## config.mk

```make
export PLATFORM = sky130hd
export DESIGN_NAME = pipe_stage_reg
export DESIGN_NICKNAME = d
export VERILOG_FILES = /design/src/rtl/pipe_pkg.sv /design/src/rtl/pipe_sat_counter.sv /design/src/rtl/pipe_stage_reg.sv
export SDC_FILE = /design/constraint.sdc
export NUM_CORES = 1
export LEC_CHECK = 0
export ABC_CLOCK_PERIOD_IN_PS = 4080
export BUFFER_PORTS_ARGS = -buffer_cell sky130_fd_sc_hd__buf_2
export CAP_MARGIN = 20
export CELL_PAD_IN_SITES_DETAIL_PLACEMENT = 1
export CELL_PAD_IN_SITES_GLOBAL_PLACEMENT = 2
export CORE_ASPECT_RATIO = 2
export CORE_UTILIZATION = 39
export CTS_BUF_LIST = sky130_fd_sc_hd__clkbuf_16
export DETAILED_ROUTE_END_ITERATION = 16
export HOLD_SLACK_MARGIN = 0.15
export PLACE_DENSITY_LB_ADDON = 0.1
export SLEW_MARGIN = 20
export SYNTH_ARGS = -nofsm -noshare
export SYNTH_HDL_FRONTEND = slang
export SYNTH_HIERARCHICAL = 1
export SYNTH_SLANG_ARGS = --single-unit
```

## constraint.sdc

```tcl
create_clock -name i_clk -period 4.08 [get_ports i_clk]
set_input_delay 0.204 -clock i_clk [delete_from_list [all_inputs] [get_ports i_clk]]
set_output_delay 0.204 -clock i_clk [all_outputs]
set_load 0.1 [all_outputs]
```

## src/rtl/pipe_pkg.sv

```systemverilog
// Shared types for the pipeline stage register.
// Latency: n/a (types and helpers only).
// Backpressure: n/a.
//
// pipe_state_e : occupancy state of a stage (empty, main held, main+skid held)
// OCC_W        : width of the occupancy report
// occ_of()     : maps a state to its entry count
package pipe_pkg;

    typedef enum logic [1:0] {
        ST_EMPTY = 2'd0,
        ST_FULL  = 2'd1,
        ST_SKID  = 2'd2
    } pipe_state_e;

    localparam int OCC_W = 2;

    function automatic logic [OCC_W-1:0] occ_of(input pipe_state_e st);
        logic [OCC_W-1:0] occ;
        occ = '0;
        case (st)
            ST_EMPTY: occ = 2'd0;
            ST_FULL:  occ = 2'd1;
            ST_SKID:  occ = 2'd2;
            default:  occ = 2'd0;
        endcase
        return occ;
    endfunction

endpackage

```

## src/rtl/pipe_sat_counter.sv

```systemverilog
// Saturating event counter used for stall-cycle monitoring.
// Latency: count reflects an increment one clock after i_inc is sampled.
// Backpressure: none; sticks at all-ones instead of wrapping.
//
// Ports:
//   i_clk   : clock, rising edge
//   i_reset : asynchronous reset, active-low, clears the count
//   i_inc   : increment request for this cycle
//   o_cnt   : current count
module pipe_sat_counter #(
    parameter int CNT_W = 16
) (
    input  logic             i_clk,
    input  logic             i_reset,
    input  logic             i_inc,
    output logic [CNT_W-1:0] o_cnt
);

    logic [CNT_W-1:0] cnt_q;
    logic [CNT_W-1:0] cnt_d;

    always_comb begin
        cnt_d = cnt_q;
        if (i_inc && (cnt_q != {CNT_W{1'b1}})) begin
            cnt_d = cnt_q + CNT_W'(1);
        end
    end

    always_ff @(posedge i_clk or negedge i_reset) begin
        if (!i_reset) begin
            cnt_q <= '0;
        end else begin
            cnt_q <= cnt_d;
        end
    end

    assign o_cnt = cnt_q;

endmodule

```

## src/rtl/pipe_stage_reg.sv

```systemverilog
// Pipeline stage register with valid/ready handshake, flush and optional skid entry.
// Latency: 1 cycle from accept to o_valid.
// Backpressure: SKID=1 absorbs one extra beat and drives a registered o_ready;
//               SKID=0 holds one beat and o_ready follows i_ready combinationally.
//
// Ports:
//   i_clk, i_reset         : clock (rising edge), asynchronous active-low reset
//   i_flush                : drop every held entry (data regs keep stale contents)
//   i_valid/o_ready/i_data : upstream handshake and payload
//   o_valid/i_ready/o_data : downstream handshake and payload (main register)
//   o_occupancy            : held entries, 0..2
//   o_stall_cnt            : saturating count of cycles with o_valid & ~i_ready
module pipe_stage_reg
    import pipe_pkg::*;
#(
    parameter int DATA_W = 32,
    parameter int SKID   = 1,
    parameter int CNT_W  = 16
) (
    input  logic              i_clk,
    input  logic              i_reset,
    input  logic              i_flush,
    input  logic              i_valid,
    output logic              o_ready,
    input  logic [DATA_W-1:0] i_data,
    output logic              o_valid,
    input  logic              i_ready,
    output logic [DATA_W-1:0] o_data,
    output logic [OCC_W-1:0]  o_occupancy,
    output logic [CNT_W-1:0]  o_stall_cnt
);

    pipe_state_e       state_q;
    pipe_state_e       state_d;
    logic [DATA_W-1:0] main_q;
    logic [DATA_W-1:0] main_d;
    logic [DATA_W-1:0] skid_dat;
    logic              skid_load;
    logic              accept;
    logic              deliver;

    assign o_valid     = (state_q != ST_EMPTY);
    assign o_data      = main_q;
    assign o_occupancy = occ_of(state_q);
    assign accept      = i_valid & o_ready;
    assign deliver     = o_valid & i_ready;

    // Skid entry and the ready source are the only structural differences
    // between the two modes.
    generate
        if (SKID != 0) begin : g_skid
            logic [DATA_W-1:0] skid_q;

            always_ff @(posedge i_clk or negedge i_reset) begin
                if (!i_reset) begin
                    skid_q <= '0;
                end else if (skid_load) begin
                    skid_q <= i_data;
                end
            end

            assign skid_dat = skid_q;
            // Registered ready: a function of state only, so no combinational
            // path from i_ready back to the upstream stage.
            assign o_ready  = (state_q != ST_SKID);
        end else begin : g_noskid
            assign skid_dat = '0;
            assign o_ready  = (state_q == ST_EMPTY) | i_ready;
        end
    endgenerate

    always_comb begin
        state_d   = state_q;
        main_d    = main_q;
        skid_load = 1'b0;

        if (SKID != 0) begin
            case (state_q)
                ST_EMPTY: begin
                    if (i_valid) begin
                        main_d  = i_data;
                        state_d = ST_FULL;
                    end
                end
                ST_FULL: begin
                    if (i_ready) begin
                        if (i_valid) begin
                            main_d = i_data;
                        end else begin
                            state_d = ST_EMPTY;
                        end
                    end else if (i_valid) begin
                        // Downstream stalled while upstream still had a beat in
                        // flight: park it in the skid entry.
                        skid_load = 1'b1;
                        state_d   = ST_SKID;
                    end
                end
                ST_SKID: begin
                    if (i_ready) begin
                        main_d  = skid_dat;
                        state_d = ST_FULL;
                    end
                end
                default: begin
                    state_d = ST_EMPTY;
                end
            endcase
        end else begin
            if (accept) begin
                main_d  = i_data;
                state_d = ST_FULL;
            end else if (deliver) begin
                state_d = ST_EMPTY;
            end else if (state_q == ST_SKID) begin
                state_d = ST_EMPTY;
            end
        end

        // Flush discards both the accept and the deliver of this cycle; the
        // data registers are left untouched since they are invalid afterwards.
        if (i_flush) begin
            state_d   = ST_EMPTY;
            main_d    = main_q;
            skid_load = 1'b0;
        end
    end

    always_ff @(posedge i_clk or negedge i_reset) begin
        if (!i_reset) begin
            state_q <= ST_EMPTY;
            main_q  <= '0;
        end else begin
            state_q <= state_d;
            main_q  <= main_d;
        end
    end

    pipe_sat_counter #(
        .CNT_W (CNT_W)
    ) u_stall_cnt (
        .i_clk   (i_clk),
        .i_reset (i_reset),
        .i_inc   (o_valid & ~i_ready),
        .o_cnt   (o_stall_cnt)
    );

endmodule

```

# Word-level counts from Yosys, hierarchy flattened
# Index checks and enable logic that the tools add are counted.
[op_classes]
add_sub_neg = 1
eq_ne = 10
mux = 16
bitwise_logic = 3
n_reduce_logical = 6
[ops]
columns = ["op", "count"]
rows = [
  ["32-bit 2-to-1 mux", 3],
  ["32-bit case mux with 3 select lines", 1],
  ["16-bit by 1-bit adder with 16-bit output (second input constant)", 1],
  ["16-bit inequality test (second input constant)", 1],
  ["2-bit 2-to-1 mux", 6],
  ["4-bit inequality test (second input constant)", 2],
  ["4-bit AND reduction", 2],
  ["2-bit inequality test (second input constant)", 3],
  ["3-bit inequality test (second input constant)", 2],
  ["2-bit case mux with 3 select lines", 1],
  ["1-bit 2-to-1 mux", 4],
  ["2-bit case mux with 2 select lines", 1],
  ["3-bit nonzero test", 1],
  ["2-bit by 1-bit == test with 1-bit output (second input constant)", 1],
  ["2-bit == test (second input constant)", 1],
  ["2-bit logical NOT", 1],
  ["1-bit NOT", 2],
  ["2-bit nonzero test", 1],
  ["1-bit bitwise AND", 1],
  ["1-bit logical AND", 1],
]
[totals]
register_bits = 82
input_bits = 37
output_inout_bits = 52
elab_cells = 40

# Longest topological paths before layout
# Gate-level depths: netlist of run 1.
[logic_depth]
ltp_word = 4
depth_mapped = 6
mapped_depth_nobuf = 6

# Modules after synthesis
# The synthesis of run 1 kept the hierarchy.
[modules_own_cells]
columns = ["module", "n_inst", "cells_each", "area_each_um2", "seq_area_each_um2"]
rows = [
  ["pipe_stage_reg", 1, 190, 2954.1, 1651.6],
  ["pipe_sat_counter", 1, 72, 859.6, 400.4],
]

# Least setup slack after synthesis of run 1
# No wires, ideal clock.
[synth_path]
path_type = "reg2reg"
startpoint = "register state_q[0]"
endpoint = "register u_stall_cnt.cnt_q[15], in the netlist u_stall_cnt/o_cnt[15]"
setup_ns = 0.168
t_arrival_ns = 2.030
t_required_ns = 3.912
path_slack_ns = 1.883
stages_incl_launch_ff = 7
path_buffers = 0
synth_period_minus_slack_ns = 2.197
cell_sequence = "dfrtp_1 -> or2_2 -> nor2b_1 -> nand4_1 -> nor4_4 -> and4b_1 -> a21oi_1"
[synth_via]
elab_chain_cells = 3
[synth_rtl]
columns = ["element", "line", "source"]
rows = [
  ["from (decl)", "pipe_stage_reg.sv:33", "pipe_state_e state_q;"],
  ["from (signal assigned)", "pipe_stage_reg.sv:134", "state_q <= state_d;"],
  ["2-bit nonzero test", "pipe_stage_reg.sv:42", "assign o_valid = (state_q != ST_EMPTY);"],
  ["net o_valid", "pipe_stage_reg.sv:26", "output logic o_valid,"],
  ["1-bit bitwise AND", "pipe_stage_reg.sv:144", ".i_inc (o_valid & ~i_ready),"],
  ["1-bit logical AND", "pipe_sat_counter.sv:24", "if (i_inc && (cnt_q != {CNT_W{1'b1}})) begin"],
  ["to (signal assigned)", "pipe_sat_counter.sv:33", "cnt_q <= cnt_d;"],
  ["to (decl)", "pipe_sat_counter.sv:19", "logic [CNT_W-1:0] cnt_q;"],
]
# The timed path passes the listed nets, and every way through them passes these cells.
# A chain may end at the register's enable or synchronous reset.

# Worst setup path in the final report of run 1
[layout_path]
startpoint = "register state_q[0]"
endpoint = "output o_occupancy[1]"
[layout_via]
elab_chain_cells = 2
elab_cells_between_ends = 3
cone_classes = "eq/ne: 2; mux: 1"
[layout_rtl]
columns = ["element", "line", "source"]
rows = [
  ["2-bit == test / 2-bit by 1-bit == test with 1-bit output (equally long branches)", "pipe_pkg.sv:21", "case (st)"],
  ["2-bit case mux with 2 select lines *", "pipe_pkg.sv:21", ""],
  ["to (decl)", "pipe_stage_reg.sv:29", "output logic [OCC_W-1:0] o_occupancy,"],
]
# Every way passes the cells marked *; elsewhere a longest branch is shown, timed or not.

==> flow_summary_export.csv, run 1 <==
group,metric,value,unit
synthesis,synth_nets,300,
critical_path,path_max_fanout,35,
placed_design,dp_hpwl,5670,um
sta,relSlewSlack,27.5,%
clock_network,cts_sinks,82,
placed_design,port_buffers,88,
global_route,grt-ovfl-total,0,
cells_and_area,nNetsFinal,424,
critical_path,startpoint_type,"flip-flop",
die,coreArea,0.00945,mm^2
global_route,grt_pass1_wl,14000,um
clock_network,cts.clk_slew.worst_paths,0.06,ns
cells_and_area,final_common_cell,"mux2_2",
clock_network,clk_path_buf_depth,2,
synthesis,asyncSetResetFlopFracSynth,100,%
route,dr.pass1.iters,4,
synthesis,ys_ff_latch,82,
power_and_ir_drop,p_sw_share,42.8,%
power_and_ir_drop,internal_power,1.73,mW
synthesis,syn_area,0.00381,mm^2
critical_path,worst-setup-path-type,"flip-flop to primary output",
power_and_ir_drop,power_density,607,mW/mm^2
status,status,"finished, final reports clean",
route,routedWlPerCell,16.3,um
die,rows,50,
clock_network,cts_hold_buf,34,
critical_path,required,3.88,ns
die,fp.dieW,71.9,um
sta,fin_tns_setup,0,ns
clock_network,cts_made_buffers,9,
die,die-height,142,um
sta,clock.fmax,398,MHz
placed_design,gp_congestion,0.750,
cells_and_area,layout_common_cells,"mux2_2, buf_2, dfrtp_1",
synthesis,synth_top_area_share,53.8,%
power_and_ir_drop,p_switching,1.29,mW
sta,finalCritPeriodShare,61.5,%
global_route,antenna_found_initial,0,
sta,tightestPinTransition,1.09,ns
power_and_ir_drop,sequentialPowerShare,36.7,%
worst_hold_path,hold_path.class,"primary input to flip-flop",
synthesis,yosys-top-cells-area,"dfrtp_1, mux2_2, buf_6",
sta,period_needed,2.51,ns
flow_run,drv_cap,0,
clock_network,cts_setup_buffers,0,
synthesis,syn_area_per_cell,14.6,um^2
clock_network,cts_resized,0,
cells_and_area,drive_gt1_share,54.7,%
route,drt_wl_total,8500,um
synthesis,synth_edf_count,0,
sta,finalHoldViolCount,0,
route,ant_nets,0,
power_and_ir_drop,ir_drop,0.321,mV
power_and_ir_drop,clkPwrFrac,25.7,%
synthesis,ys_types,38,
placed_design,dpl-instance-area,0.00435,mm^2
global_route,grt.total_usage,18.4,%
synthesis,yosysWarnings,6,
route,viasPerCell,4.99,
synthesis,synth_flop_cell,"dfrtp_1",
synthesis,syn-instance-count,262,
clock_network,htreeDepth,3,
critical_path,endpoint_kind,"primary output",
sta,drv_slew,0,
cells_and_area,design_area,0.00498,mm^2
critical_path,worstPathArrival,2.31,ns
route,drc,0,
die,start_util,40.4,%
global_route,grt_max_degree,83,
clock_network,cts_tree,"built",
route,drt-initial-drc-count,65,
clock_network,clock-root-buffer,"clkbuf_16",
synthesis,seq_area_frac_synth,53.8,%
die,dieArea,0.0102,mm^2
cells_and_area,antenna_cells,0,
die,num_io_pins,89,
power_and_ir_drop,p_comb_share,37.5,%
power_and_ir_drop,p_leak,2.26,nW
sta,rsz0062_at_grt,"false",
clock_network,clock_latency,0.33,ns
sta,finalSetupViolCount,0,
global_route,grt_pass1_vias,2692,
route,via_count,2599,
sta,finClkSkew,0.00578,ns
cells_and_area,syn_to_final_growth,30.5,%
synthesis,synth.largest_area_cell,"dfrtp_1",
kinds of logic (layout without fill, tap and decap cells):
kind of cell,count (synthesis),count (layout),synth area share [%]
adder cells (fa/ha/maj),1,1,0.328
buffers and inverters,11,140,2.56
AND/OR/NAND/NOR,44,44,8.73
AO/OA/AOI/OAI,19,19,4.07
flip-flops,82,82,53.8
XOR/XNOR,7,7,1.61
multiplexers,98,98,28.9
critical path, cell delays in order, from the launching register on:
cell     delay [ns]
dfrtp_1        0.50
nor2b_4        0.89
buf_2          0.58
power by group through the flow:
stage | Sequential (mW) | Clock, mW | Combinational, mW
final | 1.11 | 0.777 | 1.13
after global routing | 1.14 | 0.836 | 1.18
after CTS | 1.12 | 0.801 | 1.14
after detailed placement | 1.13 | 0 | 1.12
after global placement | 1.12 | 0 | 1.10
after floorplan | 1.77 | 0 | 0.255
registers in the layout (all words and copies together) (netlist names):
signal             count
g_skid.skid_q         32
o_data                32
state_q                2
u_stall_cnt/o_cnt     16
layer usage:
metal  GRT usage, %  share of wire, %  wire (um)
met5              0                 0          0
met3           4.40               3.9        329
met1           20.9                37       3130
met2           32.7                58       4920
met4           6.81               1.5        126
final cells by class:
class | count | area (um^2)
sequential | 82 | 2050
clock buffer | 9 | 225
inverter | 1 | 3.75
fill | 968 | 4470
tap | 130 | 163
timing repair buffer | 123 | 795
multi-input combinational | 169 | 1680
clock inverter | 7 | 61.3
synthesized netlist by cell type (3+ instances only):
cell type  number
mux2_2         96
dfrtp_1        82
nand4_1         8
buf_6           7
nand3_1         6
a21oi_1         5
nand2_1         5
o21a_1          5
xnor2_1         5
nor2_1          4
nor2b_1         4
a31oi_1         3
buf_2           3
path summary, 6_finish.rpt:
path,startpoint,to,slack [ns],cells after the start
max,state_q[0],o_occupancy[1],1.57,2
min,i_data[27],g_skid.skid_q[27],0.16,2
max reg2reg,state_q[0],state_q[1],1.81,4
min reg2reg,o_data[23],o_data[23],0.50,1
min in group asynchronous,i_reset,g_skid.skid_q[16],0.49,2
max in group asynchronous,i_reset,u_stall_cnt/o_cnt[8],3.09,2
per-stage QoR:
step / total power [mW] / hold WS, ns / setup WS, ns / cells / util, %
floorplan: 2.03 / -0.0916 / 1.88 / 262 / -
global placement: 2.22 / 0.452 / 1.86 / 471 / 46.0
detailed placement: 2.25 / 0.454 / 1.82 / 471 / 46.0
CTS: 3.06 / 0.164 / 1.50 / 521 / 52.6
global route: 3.15 / 0.156 / 1.44 / 521 / 52.7
finish: 3.02 / 0.157 / 1.57 / 521 / 52.7
(Power assumes the default switching activity.)
==> run 2: changes to the inputs <==
Settings changed: ABC_CLOCK_PERIOD_IN_PS 4080 to 2200, CORE_UTILIZATION 39 to 33.
Clock period 4.08 ns to 2.2 ns, I/O delays scaled along.
==> run 2 against run 1 <==
Net effect: critical path depth rose by 4; design area rose by 2.6%; cell count increased by 3.5%; power is 87% higher; core utilization is 7.4 points lower; clock skew barely moved; worst setup slack worse by 1.3 ns; clock-buffer cell count is the same; sequential share of layout area fell by 1.1 points; critical endpoint is now u_stall_cnt/o_cnt[10].
==> flow_summary_export.csv, run 2 (same netlist as run 1, synthesis figures left out) <==
group,metric,value,unit
cells_and_area,nNetsFinal,431,
power_and_ir_drop,p_leak,2.31,nW
critical_path,r2r-start,"state_q[0]",
placed_design,dp_hpwl,6200,um
critical_path,r2r_slack,0.30,ns
route,viasPerCell,4.94,
route,drt_wl_total,9150,um
sta,finalHoldViolCount,0,
worst_hold_path,hold_path.class,"primary input to flip-flop",
status,status,"finished, final reports clean",
clock_network,cts_resized,0,
sta,fin_tns_setup,0,ns
sta,finalCritPeriodShare,86.3,%
flow_run,drv_cap,0,
route,drt-initial-drc-count,74,
critical_path,startpoint_type,"flip-flop",
route,ant_nets,0,
placed_design,port_buffers,88,
die,dieArea,0.0120,mm^2
critical_path,worst-setup-path-type,"flip-flop to flip-flop",
clock_network,htreeDepth,3,
die,num_io_pins,89,
placed_design,gp_congestion,0.717,
sta,relSlewSlack,66.5,%
critical_path,path_max_fanout,8,
sta,drv_slew,0,
clock_network,cts_sinks,82,
global_route,grt_pass1_wl,15200,um
sta,period_needed,1.90,ns
clock_network,clk_path_buf_depth,2,
cells_and_area,drive_gt1_share,55.2,%
sta,tightestPinTransition,0.506,ns
route,via_count,2665,
critical_path,required,2.42,ns
critical_path,max_stage_delay,0.55,ns
cells_and_area,final_common_cell,"mux2_2",
die,start_util,33.8,%
route,dr.pass1.iters,4,
clock_network,cts_made_buffers,9,
die,fp.dieW,78.0,um
power_and_ir_drop,ir_drop,0.797,mV
critical_path,worstPathArrival,2.12,ns
clock_network,clock_latency,0.33,ns
die,coreArea,0.0113,mm^2
power_and_ir_drop,power_density,1100,mW/mm^2
critical_path,critPathLaunch,"state_q[0]",
route,drc,0,
die,rows,55,
sta,finalSetupViolCount,0,
global_route,grt-ovfl-total,0,
worst_hold_path,hold-path-endpoint,"state_q[0]",
cells_and_area,antenna_cells,0,
critical_path,worstPathCellList,"or2_2, nor2b_1, nand2_1, nor3_2, nand4_1, xnor2_1",
critical_path,endpoint_kind,"flip-flop",
clock_network,cts.clk_slew.worst_paths,0.06,ns
cells_and_area,syn_to_final_growth,33.9,%
critical_path,critPathSlowestCell,"dfrtp_1",
cells_and_area,layout_common_cells,"mux2_2, buf_2, dfrtp_1",
global_route,grt_max_degree,83,
worst_hold_path,whs_path_depth,4,
sta,finClkSkew,0.00574,ns
critical_path,reg2regPathDepth,6,
die,die-height,154,um
worst_hold_path,hp-start,"i_valid",
route,routedWlPerCell,17.0,um
sta,clock.fmax,527,MHz
sta,rsz0062_at_grt,"false",
clock_network,cts_setup_buffers,0,
clock_network,cts_tree,"built",
clock_network,clock-root-buffer,"clkbuf_16",
clock_network,cts_hold_buf,36,
power_and_ir_drop,power.total,5.63,mW
critical_path,r2r_end,"u_stall_cnt/o_cnt[10]",
global_route,antenna_found_initial,0,
global_route,grt_pass1_vias,2891,
global_route,grt.total_usage,16.8,%
-- run 2: cell count changes in the layout (fill, tap and decap cells not counted) --
| cell | change |
|---|---|
| buf_6 | -1 |
| clkinvlp_4 | -1 |
| buf_4 | +2 |
| clkinv_4 | +1 |
| dlygate4sd3_1 | +2 |
| buf_12 | +5 |
| buf_2 | -1 |
| inv_1 | -1 |
-- run 2: power breakdown --
part	switching [mW]	internal (mW)
Combinational	1.61	0.512
Clock	0.585	0.864
Sequential	0.217	1.85
-- run 2: layout make-up --
| type | instances | area, um^2 |
|---|---|---|
| fillers | 1228 | 6180 |
| flip-flops and latches | 82 | 2050 |
| multi-input cells | 169 | 1680 |
| repair buffers | 130 | 913 |
| clock buffers | 9 | 225 |
| well taps | 142 | 178 |
| clock inverters | 6 | 58.8 |
| inverters | 1 | 3.75 |
-- run 2: critical path: cells and delay by family (launching register included) --
family	cells	cell delay [ns]
xor+xnor	1	0.15
flops	1	0.55
simple gates	5	1.07
-- run 2: worst max-delay path by stage --
stage          cells after the start  slack (ns)                     to
6_report                           6        0.30  u_stall_cnt/o_cnt[10]
3_5_place_dp                       6        0.30  u_stall_cnt/o_cnt[10]
4_1_cts                            6        0.29  u_stall_cnt/o_cnt[10]
5_1_grt                            6        0.16  u_stall_cnt/o_cnt[10]
3_3_place_gp                       6        0.35   u_stall_cnt/o_cnt[7]
2_1_floorplan                      6       0.003  u_stall_cnt/o_cnt[15]
-- run 2: routing by layer --
metal / global-route usage [%] / wire (um) / up-vias
met3: 3.50 / 311 / 11
met5: 0 / 0 / -
met2: 31.1 / 5230 / 58
li1: - / - / 1232
met4: 6.35 / 155 / 0
met1: 18.3 / 3460 / 1364
-- run 2: stage by stage --
| stage | setup slack (ns) | hold WS, ns | instances | cell area, um^2 | util (%) |
|---|---|---|---|---|---|
| finish | 0.301 | 0.251 | 539 | 5110 | 45.3 |
| global route | 0.162 | 0.248 | 539 | 5110 | 45.3 |
| CTS | 0.289 | 0.240 | 539 | 5110 | 45.3 |
| detailed placement | 0.297 | 0.186 | 488 | 4460 | 39.5 |
| global placement | 0.354 | 0.180 | 488 | 4460 | 39.5 |
| floorplan | 0.00273 | -0.186 | 262 | 3810 | - |
